### config.mk
export PLATFORM = sky130hd
export DESIGN_NAME = decoder_scan_sequencer
export DESIGN_NICKNAME = d
export VERILOG_FILES = /design/src/rtl/decoder_scan_sequencer.sv
export SDC_FILE = /design/constraint.sdc
export NUM_CORES = 1
export LEC_CHECK = 0
export ABC_AREA = 0
export BUFFER_PORTS_ARGS = -buffer_cell sky130_fd_sc_hd__buf_2
export CELL_PAD_IN_SITES_DETAIL_PLACEMENT = 2
export CELL_PAD_IN_SITES_GLOBAL_PLACEMENT = 2
export CORE_ASPECT_RATIO = 0.5
export CORE_UTILIZATION = 25
export DETAILED_ROUTE_END_ITERATION = 16
export PLACE_DENSITY = 0.66
export SYNTH_ARGS = -nofsm -noshare
export SYNTH_HDL_FRONTEND = slang
export SYNTH_SLANG_ARGS = --single-unit
### constraint.sdc
create_clock -name clk -period 7.9 [get_ports clk]
set_input_delay 0.79 -clock clk [delete_from_list [all_inputs] [get_ports clk]]
set_output_delay 0.79 -clock clk [all_outputs]
set_load 0.1 [all_outputs]
### src/rtl/decoder_scan_sequencer.sv
`default_nettype none
// ============================================================================
// Module   : decoder_scan_sequencer
// Brief    : Steps a 4-bit channel code through the enabled bits of a 16-bit
//            mask, holding each code DWELL_CYCLES clocks, for a 4-to-16 decoder.
// Revision : 1.0  initial release
// ============================================================================
module decoder_scan_sequencer #(
    parameter int DWELL_CYCLES = 4,
    parameter int CNT_W        = 8
) (
    input  logic        clk,
    input  logic        rst_n,
    input  logic        start,
    input  logic        stop,
    input  logic        continuous,
    input  logic [15:0] mask,
    output logic [3:0]  sel,
    output logic        sel_valid,
    output logic        busy,
    output logic        frame_done
);

    typedef enum logic [1:0] {
        S_IDLE  = 2'd0,
        S_SEEK  = 2'd1,
        S_DWELL = 2'd2,
        S_DONE  = 2'd3
    } state_t;

    localparam logic [CNT_W-1:0] c_reload = CNT_W'(DWELL_CYCLES - 1);

    state_t           r_state;
    logic [3:0]       r_sel;
    logic             r_sel_valid;
    logic [CNT_W-1:0] r_cnt;

    state_t           w_state_nxt;
    logic [3:0]       w_sel_nxt;
    logic             w_valid_nxt;
    logic [CNT_W-1:0] w_cnt_nxt;
    logic [4:0]       w_seek_hit;
    logic [4:0]       w_next_hit;

    // Returns {found, index} of the lowest set bit of m at or above 'from'.
    function automatic logic [4:0] f_lowest_from(input logic [15:0] m, input logic [4:0] from);
        logic [4:0] res;
        res = 5'd0;
        for (int i = 15; i >= 0; i--) begin
            if (m[i] && (5'(i) >= from)) begin
                res = {1'b1, 4'(i)};
            end
        end
        return res;
    endfunction

    assign w_seek_hit = f_lowest_from(mask, 5'd0);
    assign w_next_hit = f_lowest_from(mask, {1'b0, r_sel} + 5'd1);

    always_comb begin
        w_state_nxt = r_state;
        w_sel_nxt   = r_sel;
        w_valid_nxt = r_sel_valid;
        w_cnt_nxt   = r_cnt;
        case (r_state)
            S_IDLE: begin
                if (start && !stop && (mask != 16'd0)) begin
                    w_state_nxt = S_SEEK;
                end
            end
            S_SEEK: begin
                if (stop) begin
                    w_state_nxt = S_IDLE;
                    w_valid_nxt = 1'b0;
                end else if (w_seek_hit[4]) begin
                    w_sel_nxt   = w_seek_hit[3:0];
                    w_valid_nxt = 1'b1;
                    w_cnt_nxt   = c_reload;
                    w_state_nxt = S_DWELL;
                end else begin
                    w_state_nxt = S_DONE;
                end
            end
            S_DWELL: begin
                if (stop) begin
                    w_state_nxt = S_IDLE;
                    w_valid_nxt = 1'b0;
                end else if (r_cnt != '0) begin
                    w_cnt_nxt = r_cnt - CNT_W'(1);
                end else if (w_next_hit[4]) begin
                    // Seamless hand-over: sel_valid stays high across channels.
                    w_sel_nxt = w_next_hit[3:0];
                    w_cnt_nxt = c_reload;
                end else begin
                    w_valid_nxt = 1'b0;
                    w_state_nxt = S_DONE;
                end
            end
            S_DONE: begin
                if (!stop && continuous && (mask != 16'd0)) begin
                    w_state_nxt = S_SEEK;
                end else begin
                    w_state_nxt = S_IDLE;
                end
            end
            default: begin
                w_state_nxt = S_IDLE;
                w_valid_nxt = 1'b0;
            end
        endcase
    end

    always_ff @(posedge clk) begin
        if (!rst_n) begin
            r_state     <= S_IDLE;
            r_sel       <= 4'd0;
            r_sel_valid <= 1'b0;
            r_cnt       <= '0;
        end else begin
            r_state     <= w_state_nxt;
            r_sel       <= w_sel_nxt;
            r_sel_valid <= w_valid_nxt;
            r_cnt       <= w_cnt_nxt;
        end
    end

    assign sel        = r_sel;
    assign sel_valid  = r_sel_valid;
    assign busy       = (r_state != S_IDLE);
    assign frame_done = (r_state == S_DONE);

endmodule
`default_nettype wire

==> flow_summary.json, run 1 <==
{
  "status": "finished, final reports clean",
  "final_layout_size_suffix_gt1_share_pct": 20.3,
  "drtAntennaViolNets": 0,
  "yosysMostFrequentCell": "a21oi_1",
  "min-delay-path-class": "reg -> reg",
  "reg2reg_slack_ps": 4560,
  "floorplan.die.height_um": 62.2,
  "worst_slew_pin_slew_ps": 757,
  "timing.final.crit_period_ps": 3340,
  "synthArstFlopShare_pct": 0,
  "floorplan.rows": 21,
  "crit-reg2reg-launch": "sel[0]",
  "required_ps": 8040,
  "synthDominantAreaCellType": "dfxtp_1",
  "critical_path_arrival_ps": 3480,
  "setup_viol_count_final": 0,
  "chipWidth_um": 122,
  "floorplan.die_area_sq_um": 7620,
  "tritoncts": "done",
  "post-route-drc-count": 0,
  "netlist_instances": 240,
  "final_hold_viol_count": 0,
  "min_from": "r_cnt[5]",
  "numCtsBuffers": 3,
  "cp-end-kind": "flip-flop",
  "syn-num-nets": 266,
  "power_density_nw_per_um2": 118,
  "route.detailed.wl_per_inst_um": 17.5,
  "clock-skew-final_ps": 0.768,
  "insertion_delay_ps": 250,
  "io-pin-count": 28,
  "largest_net_degree_at_the_start_of_global_routing": 23,
  "num-nets-final": 288,
  "synth_top_flop_cell": "dfxtp_1",
  "maximum_clock_frequency_ghz": 0.300,
  "number_of_global_route_vias_before_repair": 2077,
  "syn-cell-area_sq_um": 1810,
  "timing.final.max_slew_violations": 0,
  "synth_edf_count": 0,
  "timing.max_cap.violations": 0,
  "worstSetupStartpointType": "flip-flop",
  "worst_slack_ps": 4560,
  "reg2reg_depth": 8,
  "post-dp-hpwl_um": 4940,
  "clockRootBuffer": "clkbuf_16",
  "post-route-period-util_pct": 42.2,
  "r2r-end": "sel[1]",
  "antenna-diode-count": 0,
  "total_leakage_power_uw": 0.000739,
  "clock_sinks": 15,
  "initial_standard_cell_utilization_of_the_core_pct": 26.5,
  "yosysSeqAreaShare_pct": 16.6,
  "routed_via_density": 5.46,
  "avg_synthesized_cell_area_sq_um": 7.56,
  "grt_pass1_wl_um": 10600,
  "gp_routability_congestion": 0.827,
  "tightest_slew_margin_relative_to_the_limit_pct": 49.4,
  "detail_route.iter0.violations": 84,
  "yosys_register_bits": 15,
  "power.ir.vdd_worst_uv": 68.4,
  "yosysWarnings": 0,
  "rsz0062_at_grt": "no",
  "clkSlewWorstSetupHoldPaths_ps": 50,
  "cts_buffer_depth": 2,
  "synth.lib_cells_used.distinct": 70,
  "antenna_found_initial": 0,
  "overflow": 0,
  "cts.repair.resized": 0,
  "min_delay_worst_endpoint": "r_cnt[5]",
  "ys_top_cells_by_area": "dfxtp_1 (17%), a21oi_1 (6.1%), o21ai_0 (4.4%), nor2_1 (4.1%), nand2_1 (3.7%)",
  "grt_util_all_layers_pct": 17.4,
  "synthToLayoutAreaGrowth_pct": 13.0,
  "drt_first_pass_iters": 4,
  "totalNegativeSetupSlack_ps": 0,
  "clock_tree.htree_level_count": 1,
  "post_cts_hold_buffer_count": 0,
  "synthTopCellsByCount": "a21oi_1 (22), nor2_1 (20), nand2_1 (18)",
  "critPathMaxFanout": 16,
  "holdPathStages": 2,
  "post_cts_repair_timing_setup_buffer_count": 0,
  "post-synth-top-area-fraction_pct": 16.6,
  "core_area_sq_um": 6860,
  "setup_slack_at_placement_ps": 4560,
  "totalWireLength_um": 6160,
  "port_buffers": 27,
  "critPathKind": "reg -> reg",
  "routed-via-count": 1926
}
==> state kept, by name, indices dropped and copies added (netlist names) <==
name	count
r_cnt	8
r_state	2
sel	4
sel_valid	1
==> cell type report <==
cell class / instances / area, sq um
Inverter: 13 / 48.8
Tap cell: 92 / 115
Multi-Input combinational cell: 202 / 1370
Timing Repair Buffer: 27 / 135
Sequential cell: 15 / 300
Fill cell: 822 / 4810
Clock buffer: 4 / 78.8
==> how the worst max path moves through the flow <==
stage,from,to,slack [ps],cells after the start
3_5_place_dp,sel[0],sel[1],4560,8
2_1_floorplan,sel[1],sel[1],4490,11
5_1_grt,sel[0],sel[3],4260,8
3_3_place_gp,sel[0],sel[1],4760,8
6_report,sel[0],sel[1],4560,8
4_1_cts,sel[0],r_cnt[4],4550,8
==> cell usage in the layout, fill, tap and decap left out, types with 2 or more instances in the layout <==
cell type   n
o22ai_1     2
nor4_1      5
xnor2_1     2
or2_2       2
nand2_1    18
or3_1       2
a2111oi_0   3
dfxtp_1    15
buf_2      27
nor3_1      9
nand3b_1    2
nor2b_1     4
o2bb2ai_1   2
a211o_1     4
ha_1        5
nand4_1     2
a311oi_2    3
inv_1      12
a21o_1      2
and2_2      2
nor3b_1     2
and2_1      6
nand2b_1    5
a221oi_1    2
nor2_1     20
a31o_2      2
o21ai_0    16
o31ai_1     4
or2b_2      2
nand3_1     3
a21oi_1    22
and3_1      4
a31oi_1     6
a211oi_1    8
clkbuf_16   3
==> metal layers <==
layer  global-route usage (%)  wire, um
met4                     3.81        40
met3                     3.22       150
met2                     30.1      2970
met1                     22.2      3000
met5                        0         0
==> stage by stage <==
stage	cells	util (%)	area (sq um)	hold slack (ps)	power (uW)
2_1_floorplan	240	-	1810	449	124
3_5_place_dp	349	28.8	1970	490	143
6_report	353	29.9	2050	487	242
5_1_grt	353	29.9	2050	522	255
4_1_cts	353	29.9	2050	491	246
3_3_place_gp	349	28.8	1970	467	141
==> worst max-delay path, stage by stage, from the launching register on <==
cell and delay [ps]:
dfxtp_1 670, ha_1 590, nand4b_1 300, mux2_4 250
o311ai_2 160, a2111oi_4 550, nand4_4 210, and2_4 260
a31o_2 230
==> cells by family (layout without fill, tap and decap cells) <==
family / Yosys count / in the layout / share of synthesized area, %
multiplexers: 2 / 2 / 1.38
buffers and inverters: 23 / 44 / 7.79
AND/OR/NAND/NOR: 98 / 98 / 31.6
adder cells (fa/ha/maj): 5 / 5 / 3.45
AO/OA/AOI/OAI: 95 / 95 / 38.3
flip-flops: 15 / 15 / 16.6
XOR/XNOR: 2 / 2 / 0.966
==> where the power goes <==
part           switching, uW  total, uW  leakage [uW]  internal, uW
clock network           32.3        101     0.0000382          68.5
logic                   39.4       59.8      0.000580          20.4
registers               4.03       81.5      0.000121          77.5
total                   75.7        242      0.000739           166
Power figures use the tool's default switching activity.
==> run 2, diff against run 1 <==
--- a/config.mk
+++ b/config.mk
@@ -5,14 +5,14 @@
 export SDC_FILE = /design/constraint.sdc
 export NUM_CORES = 1
 export LEC_CHECK = 0
-export ABC_AREA = 0
+export ABC_AREA = 1
 export BUFFER_PORTS_ARGS = -buffer_cell sky130_fd_sc_hd__buf_2
 export CELL_PAD_IN_SITES_DETAIL_PLACEMENT = 2
 export CELL_PAD_IN_SITES_GLOBAL_PLACEMENT = 2
 export CORE_ASPECT_RATIO = 0.5
 export CORE_UTILIZATION = 25
 export DETAILED_ROUTE_END_ITERATION = 16
-export PLACE_DENSITY = 0.66
+export PLACE_DENSITY = 0.76
 export SYNTH_ARGS = -nofsm -noshare
 export SYNTH_HDL_FRONTEND = slang
 export SYNTH_SLANG_ARGS = --single-unit
==> constraint.sdc (replaced) <==
create_clock -name clk -period 2.8 [get_ports clk]
set_input_delay 0.28 -clock clk [delete_from_list [all_inputs] [get_ports clk]]
set_output_delay 0.28 -clock clk [all_outputs]
set_load 0.1 [all_outputs]
==> run 2 against run 1 <==
Critical path depth grew 8; routed wire length is 10% lower; register-to-register slack got worse by 4200 ps; global-route usage up 0.56 points; flip-flop and latch count unchanged; sequential share of layout area is 0.86 points higher; clock skew is 2.4 ps higher; worst hold slack lost 220 ps; die area fell by 11%; worst setup slack got worse by 4200 ps; synthesized area decreased by 12%; sequential power increased to 2.8 times the previous value.
==> flow_summary.json, run 2 <==
{
  "numCtsBuffers": 3,
  "routed_via_density": 4.65,
  "worst_slew_pin_slew_ps": 568,
  "reg2reg_depth": 16,
  "synthTopCellsByCount": "nand2_1 (78), inv_1 (36), nor2_1 (34)",
  "total_leakage_power_uw": 0.000958,
  "clock_tree.htree_level_count": 1,
  "yosysSeqAreaShare_pct": 18.8,
  "overflow": 0,
  "grt_util_all_layers_pct": 17.9,
  "yosysWarnings": 0,
  "route.detailed.wl_per_inst_um": 13.9,
  "yosys_register_bits": 15,
  "timing.final.crit_period_ps": 2480,
  "cts.repair.resized": 0,
  "final_instance_area_sq_um": 1950,
  "min_delay_worst_endpoint": "r_state[1]",
  "largest_net_degree_at_the_start_of_global_routing": 11,
  "cts_buffer_depth": 2,
  "antenna_found_initial": 0,
  "totalWireLength_um": 5530,
  "rsz0062_at_grt": "no",
  "synth_edf_count": 0,
  "largest_reg_flops": 8,
  "netlist_instances": 277,
  "reg2reg_slack_ps": 320,
  "initial_standard_cell_utilization_of_the_core_pct": 26.1,
  "worst_slack_ps": 316,
  "clock_sinks": 15,
  "min_from": "stop",
  "critPathMaxFanout": 10,
  "largest_register": "r_cnt",
  "tritoncts": "done",
  "final_layout_size_suffix_gt1_share_pct": 21.3,
  "number_of_global_route_vias_before_repair": 1989,
  "required_ps": 2940,
  "final.hold.worst_slack_ps": 264,
  "ys_top_cells_by_area": "dfxtp_1 (19%), nand2_1 (18%), inv_1 (8.4%), nor2_1 (8.0%), a21oi_1 (5.9%)",
  "maximum_clock_frequency_ghz": 0.403,
  "antenna-diode-count": 0,
  "port_buffers": 27,
  "gp_routability_congestion": 0.803,
  "detail_route.iter0.violations": 73,
  "timing.max_cap.violations": 0,
  "crit-reg2reg-launch": "sel[0]",
  "leading_cell_types_in_the_layout_fill_and_taps_excluded": "nand2_1 (78), inv_1 (36), nor2_1 (34), buf_2 (27), a21oi_1 (19)",
  "timing.final.max_slew_violations": 0,
  "post-dp-hpwl_um": 4670,
  "chipWidth_um": 115,
  "post_cts_repair_timing_setup_buffer_count": 0,
  "syn-num-nets": 303,
  "critPathKind": "reg -> reg",
  "synth_top_flop_cell": "dfxtp_1",
  "post-synth-top-area-fraction_pct": 18.8,
  "grt_pass1_wl_um": 9480,
  "power_density_nw_per_um2": 373,
  "synthDominantAreaCellType": "dfxtp_1",
  "io-pin-count": 28,
  "final_hold_viol_count": 0,
  "dpl_cell_area_sq_um": 1860,
  "synthToLayoutAreaGrowth_pct": 22.0,
  "floorplan.die.height_um": 58.6,
  "drt_first_pass_iters": 3,
  "num-nets-final": 337,
  "post-route-drc-count": 0,
  "clock-skew-final_ps": 3.15,
  "power.ir.vdd_worst_uv": 177,
  "avg_synthesized_cell_area_sq_um": 5.78,
  "final.fill_count": 803,
  "setup_viol_count_final": 0,
  "core_area_sq_um": 6130,
  "post-route-period-util_pct": 88.7,
  "routed-via-count": 1850,
  "holdPathStages": 2,
  "syn-cell-area_sq_um": 1600,
  "status": "finished, final reports clean",
  "tightest_slew_margin_relative_to_the_limit_pct": 61.8,
  "clockRootBuffer": "clkbuf_16",
  "synthArstFlopShare_pct": 0,
  "yosysMostFrequentCell": "nand2_1",
  "layout_commonest_cell": "nand2_1",
  "r2r-end": "r_cnt[1]",
  "totalNegativeSetupSlack_ps": 0,
  "critical_path_arrival_ps": 2620,
  "post-layout-total-power_uw": 729,
  "drtAntennaViolNets": 0,
  "floorplan.rows": 20,
  "min-delay-path-class": "in -> reg",
  "floorplan.die_area_sq_um": 6750,
  "clkSlewWorstSetupHoldPaths_ps": 50,
  "worstSetupStartpointType": "flip-flop",
  "cp-end-kind": "flip-flop",
  "synth.lib_cells_used.distinct": 33,
  "insertion_delay_ps": 250,
  "setup_slack_at_placement_ps": 194,
  "post_cts_hold_buffer_count": 0
}
[run 2: cell count changes in the layout (fill, tap and decap cells not counted), moves of 5 or more]
cell      delta
nor2_2       +5
nor2_1      +14
nand2_2      +6
inv_1       +24
o21ai_0      -5
a31oi_1      -6
nand3_1     +10
nand2b_1     -5
inv_2        +6
a211oi_1     -8
nand2_1     +60
and2_1       -6
[run 2: cell type report]
type | count | area (sq um) | share of cell area [%]
multi-input cells | 217 | 1140 | 58.4
flip-flops and latches | 15 | 303 | 15.5
inverters | 45 | 169 | 8.65
repair buffers | 29 | 150 | 7.69
well taps | 88 | 110 | 5.64
clock buffers | 3 | 75.1 | 3.84
clock inverters | 1 | 5.00 | 0.256
[run 2: worst max-delay path, stage by stage (launching register included)]
cell and delay, ps:
dfxtp_2 420, ha_2 350, nor2_1 120, inv_1 70, nor2_1 170, nand2_1 80, nand2_1 70, nand2_1 50
nand2_1 90, nand2_1 80, nor2_2 200, and3_4 240, nand3_4 70, nand2_4 110, inv_2 100, nor2_1 100
nor2_1 50
[run 2: where the power goes]
group,internal (uW),switching [uW],total [uW]
combinational,66.3,154,220
clock,191,90.2,281
sequential,220,7.66,228
[run 2: how the worst max path moves through the flow]
stage	start	to	slack [ps]	cells after the start
6_report	sel[0]	r_cnt[1]	320	16
4_1_cts	sel[1]	r_cnt[1]	180	17
3_5_place_dp	sel[1]	r_cnt[1]	190	17
3_3_place_gp	sel[1]	r_cnt[1]	370	15
2_1_floorplan	sel[2]	r_cnt[1]	150	16
5_1_grt	sel[1]	r_cnt[1]	40	15
[run 2: routing by layer]
| metal | GRT usage, % | routed length, um | vias to the layer above |
|---|---|---|---|
| met5 | 0 | 0 | - |
| met4 | 3.53 | 38 | 0 |
| met3 | 1.24 | 53 | 4 |
| met2 | 32.7 | 2700 | 11 |
| met1 | 23.7 | 2750 | 881 |
| li1 | - | - | 954 |
[run 2: kinds of logic (layout without fill, tap and decap cells)]
family / after synthesis / after routing / synth area share, %
buf+inv: 45 / 78 / 10.5
fa+ha+maj: 5 / 5 / 3.91
xor+xnor: 5 / 5 / 2.73
compound gates: 41 / 41 / 14.6
flops: 15 / 15 / 18.8
simple gates: 166 / 166 / 49.5
[run 2: through the flow]
stage / std cells / utilization [%]
floorplan: 277 / -
global placement: 394 / 30.4
detailed placement: 394 / 30.4
CTS: 398 / 31.7
global route: 398 / 31.9
finish: 398 / 31.9
==> run 3, diff against run 2 <==
--- a/config.mk
+++ b/config.mk
@@ -10,8 +10,10 @@
 export CELL_PAD_IN_SITES_DETAIL_PLACEMENT = 2
 export CELL_PAD_IN_SITES_GLOBAL_PLACEMENT = 2
 export CORE_ASPECT_RATIO = 0.5
+export CORE_MARGIN = 1.5
 export CORE_UTILIZATION = 25
 export DETAILED_ROUTE_END_ITERATION = 16
+export MAX_ROUTING_LAYER = met4
 export PLACE_DENSITY = 0.76
 export SYNTH_ARGS = -nofsm -noshare
 export SYNTH_HDL_FRONTEND = slang
==> run 3 against run 2 <==
Count of clock-buffer cells in the layout grew 1; worst setup slack gained 9.8 ps; largest cell class unchanged; register-to-register slack is essentially flat; first-iteration DRC count shrank 51%; critical endpoint is now r_cnt[0]; flip-flop and latch count is the same; final cell count is the same; combinational power is essentially flat.
==> flow_summary.json, run 3 (synthesis results as in run 2) <==
{
  "status": "finished, final reports clean",
  "sequential_cell_area_sq_um": 303,
  "critPathMaxFanout": 9,
  "post_cts_hold_buffer_count": 0,
  "io-pin-count": 28,
  "timing.final.max_slew_violations": 0,
  "initial_standard_cell_utilization_of_the_core_pct": 26.1,
  "floorplan.die_area_sq_um": 6920,
  "clockRootBuffer": "clkbuf_16",
  "grt_util_all_layers_pct": 19.1,
  "power.ir.vdd_worst_uv": 186,
  "multi_input_comb_area_sq_um": 1140,
  "crit_end": "r_cnt[0]",
  "grt_pass1_wl_um": 9850,
  "num-nets-final": 337,
  "final.fill_count": 823,
  "clock_sinks": 15,
  "totalNegativeSetupSlack_ps": 0,
  "timing.final.crit_period_ps": 2470,
  "overflow": 0,
  "final_layout_size_suffix_gt1_share_pct": 21.3,
  "post-route-drc-count": 0,
  "worstSetupStartpointType": "flip-flop",
  "path_buf_inv": 4,
  "post-route-period-util_pct": 88.4,
  "final.hold.worst_slack_ps": 264,
  "route.detailed.wl_per_inst_um": 14.6,
  "core_area_sq_um": 6130,
  "routed_via_density": 4.71,
  "tritoncts": "done",
  "crit_start": "sel[1]",
  "totalWireLength_um": 5820,
  "reg2reg_depth": 17,
  "clock_tree.htree_level_count": 1,
  "port_buffers": 27,
  "required_ps": 2940,
  "final_hold_viol_count": 0,
  "cts_buffer_depth": 2,
  "drt_first_pass_iters": 4,
  "drtAntennaViolNets": 0,
  "crit-reg2reg-launch": "sel[1]",
  "power_density_nw_per_um2": 378,
  "critical-path-top-cell-by-count": "nor2_1",
  "critPathKind": "reg -> reg",
  "detail_route.iter0.violations": 36,
  "cpLargestDelayFamily": "simple AND/OR/NAND/NOR gates",
  "tightest_slew_margin_relative_to_the_limit_pct": 58.1,
  "setup_viol_count_final": 0,
  "reg2reg_slack_ps": 330,
  "gp_routability_congestion": 0.812,
  "timing.critical_path.slowest_cell_delay_ps": 370,
  "min-delay-path-class": "in -> reg",
  "layout_commonest_cell": "nand2_1",
  "r2r-end": "r_cnt[0]",
  "synthToLayoutAreaGrowth_pct": 22.0,
  "leading_cell_types_in_the_layout_fill_and_taps_excluded": "nand2_1 (78), inv_1 (36), nor2_1 (33), buf_2 (27), a21oi_1 (19)",
  "chipWidth_um": 116,
  "largest_net_degree_at_the_start_of_global_routing": 11,
  "numCtsBuffers": 3,
  "crit_path_cell_trace": "inv_1, ha_2, nor2_1, inv_1, nor2_1, o21ai_1, nand3_2, nand2_1, clkinv_1, nand2_1, nor3_4, and3_4, nand3_4, nand2_4, inv_2, nor2_1, nor2_1",
  "antenna_found_initial": 0,
  "largest_register": "r_cnt",
  "rsz0062_at_grt": "no",
  "routed-via-count": 1875,
  "clock-skew-final_ps": 3.90,
  "insertion_delay_ps": 250,
  "floorplan.die.height_um": 59.6,
  "cp-end-kind": "flip-flop",
  "timing.max_cap.violations": 0,
  "worstSetupPathDepth": 17,
  "worst_slew_pin_slew_ps": 622,
  "total_leakage_power_uw": 0.000955,
  "worst_path_max_delay_cell": "dfxtp_2",
  "critical_path_arrival_ps": 2610,
  "floorplan.rows": 20,
  "largest_reg_flops": 8,
  "antenna-diode-count": 0,
  "clkSlewWorstSetupHoldPaths_ps": 50,
  "number_of_global_route_vias_before_repair": 2017,
  "post-dp-hpwl_um": 4820,
  "maximum_clock_frequency_ghz": 0.404
}
==> run 3: cell types whose count changed in the layout (fill, tap and decap cells not counted) <==
cell | before | now
clkbuf_1 | 0 | 1
nor2_1 | 34 | 33
clkinv_2 | 1 | 0
nor2_2 | 5 | 6
==> run 3: where the power goes <==
| part | internal, uW | switching, uW |
|---|---|---|
| clock | 193 | 95.5 |
| combinational | 66.5 | 156 |
| sequential | 220 | 7.55 |
==> run 3: worst min path at each step <==
stage	start	to	slack, ps	depth (start not counted)
2_1_floorplan	stop	r_state[1]	360	1
4_1_cts	stop	r_state[1]	260	2
3_3_place_gp	sel_valid	sel_valid	450	2
5_1_grt	stop	r_state[1]	260	2
6_report	stop	r_state[1]	260	2
3_5_place_dp	sel_valid	sel_valid	460	2
==> run 3: what timing repair did <==
item | in CTS | in global routing
setup buffers | 0 | 0
setup endpoints to repair | 0 | 12
resized for setup | 0 | 3
==> run 3: metal layers <==
layer | vias to the layer above | part of all wire [%] | track usage [%]
li1 | 955 | - | -
met1 | 899 | 47 | 23.3
met2 | 13 | 50 | 34.7
met3 | 8 | 1.2 | 1.64
met4 | 0 | 1.2 | 4.88
met5 | - | 0 | -
==> run 3: final cells by class <==
type                            instances  area share [%]
Inverter                               45            8.64
Timing Repair Buffer                   29            7.68
Clock buffer                            4            4.03
Tap cell                               88            5.63
Multi-Input combinational cell        217            58.5
Sequential cell                        15            15.5
==> run 3: per-stage QoR <==
| step | power, uW | cells | setup WS [ps] | utilization [%] | cell area [sq um] |
|---|---|---|---|---|---|
| global placement | 443 | 394 | 362 | 30.4 | 1860 |
| floorplan | 383 | 277 | 155 | - | 1600 |
| CTS | 745 | 398 | 171 | 31.7 | 1940 |
| detailed placement | 452 | 394 | 197 | 30.4 | 1860 |
| finish | 739 | 398 | 326 | 31.9 | 1950 |
| global route | 784 | 398 | 22.3 | 31.9 | 1950 |
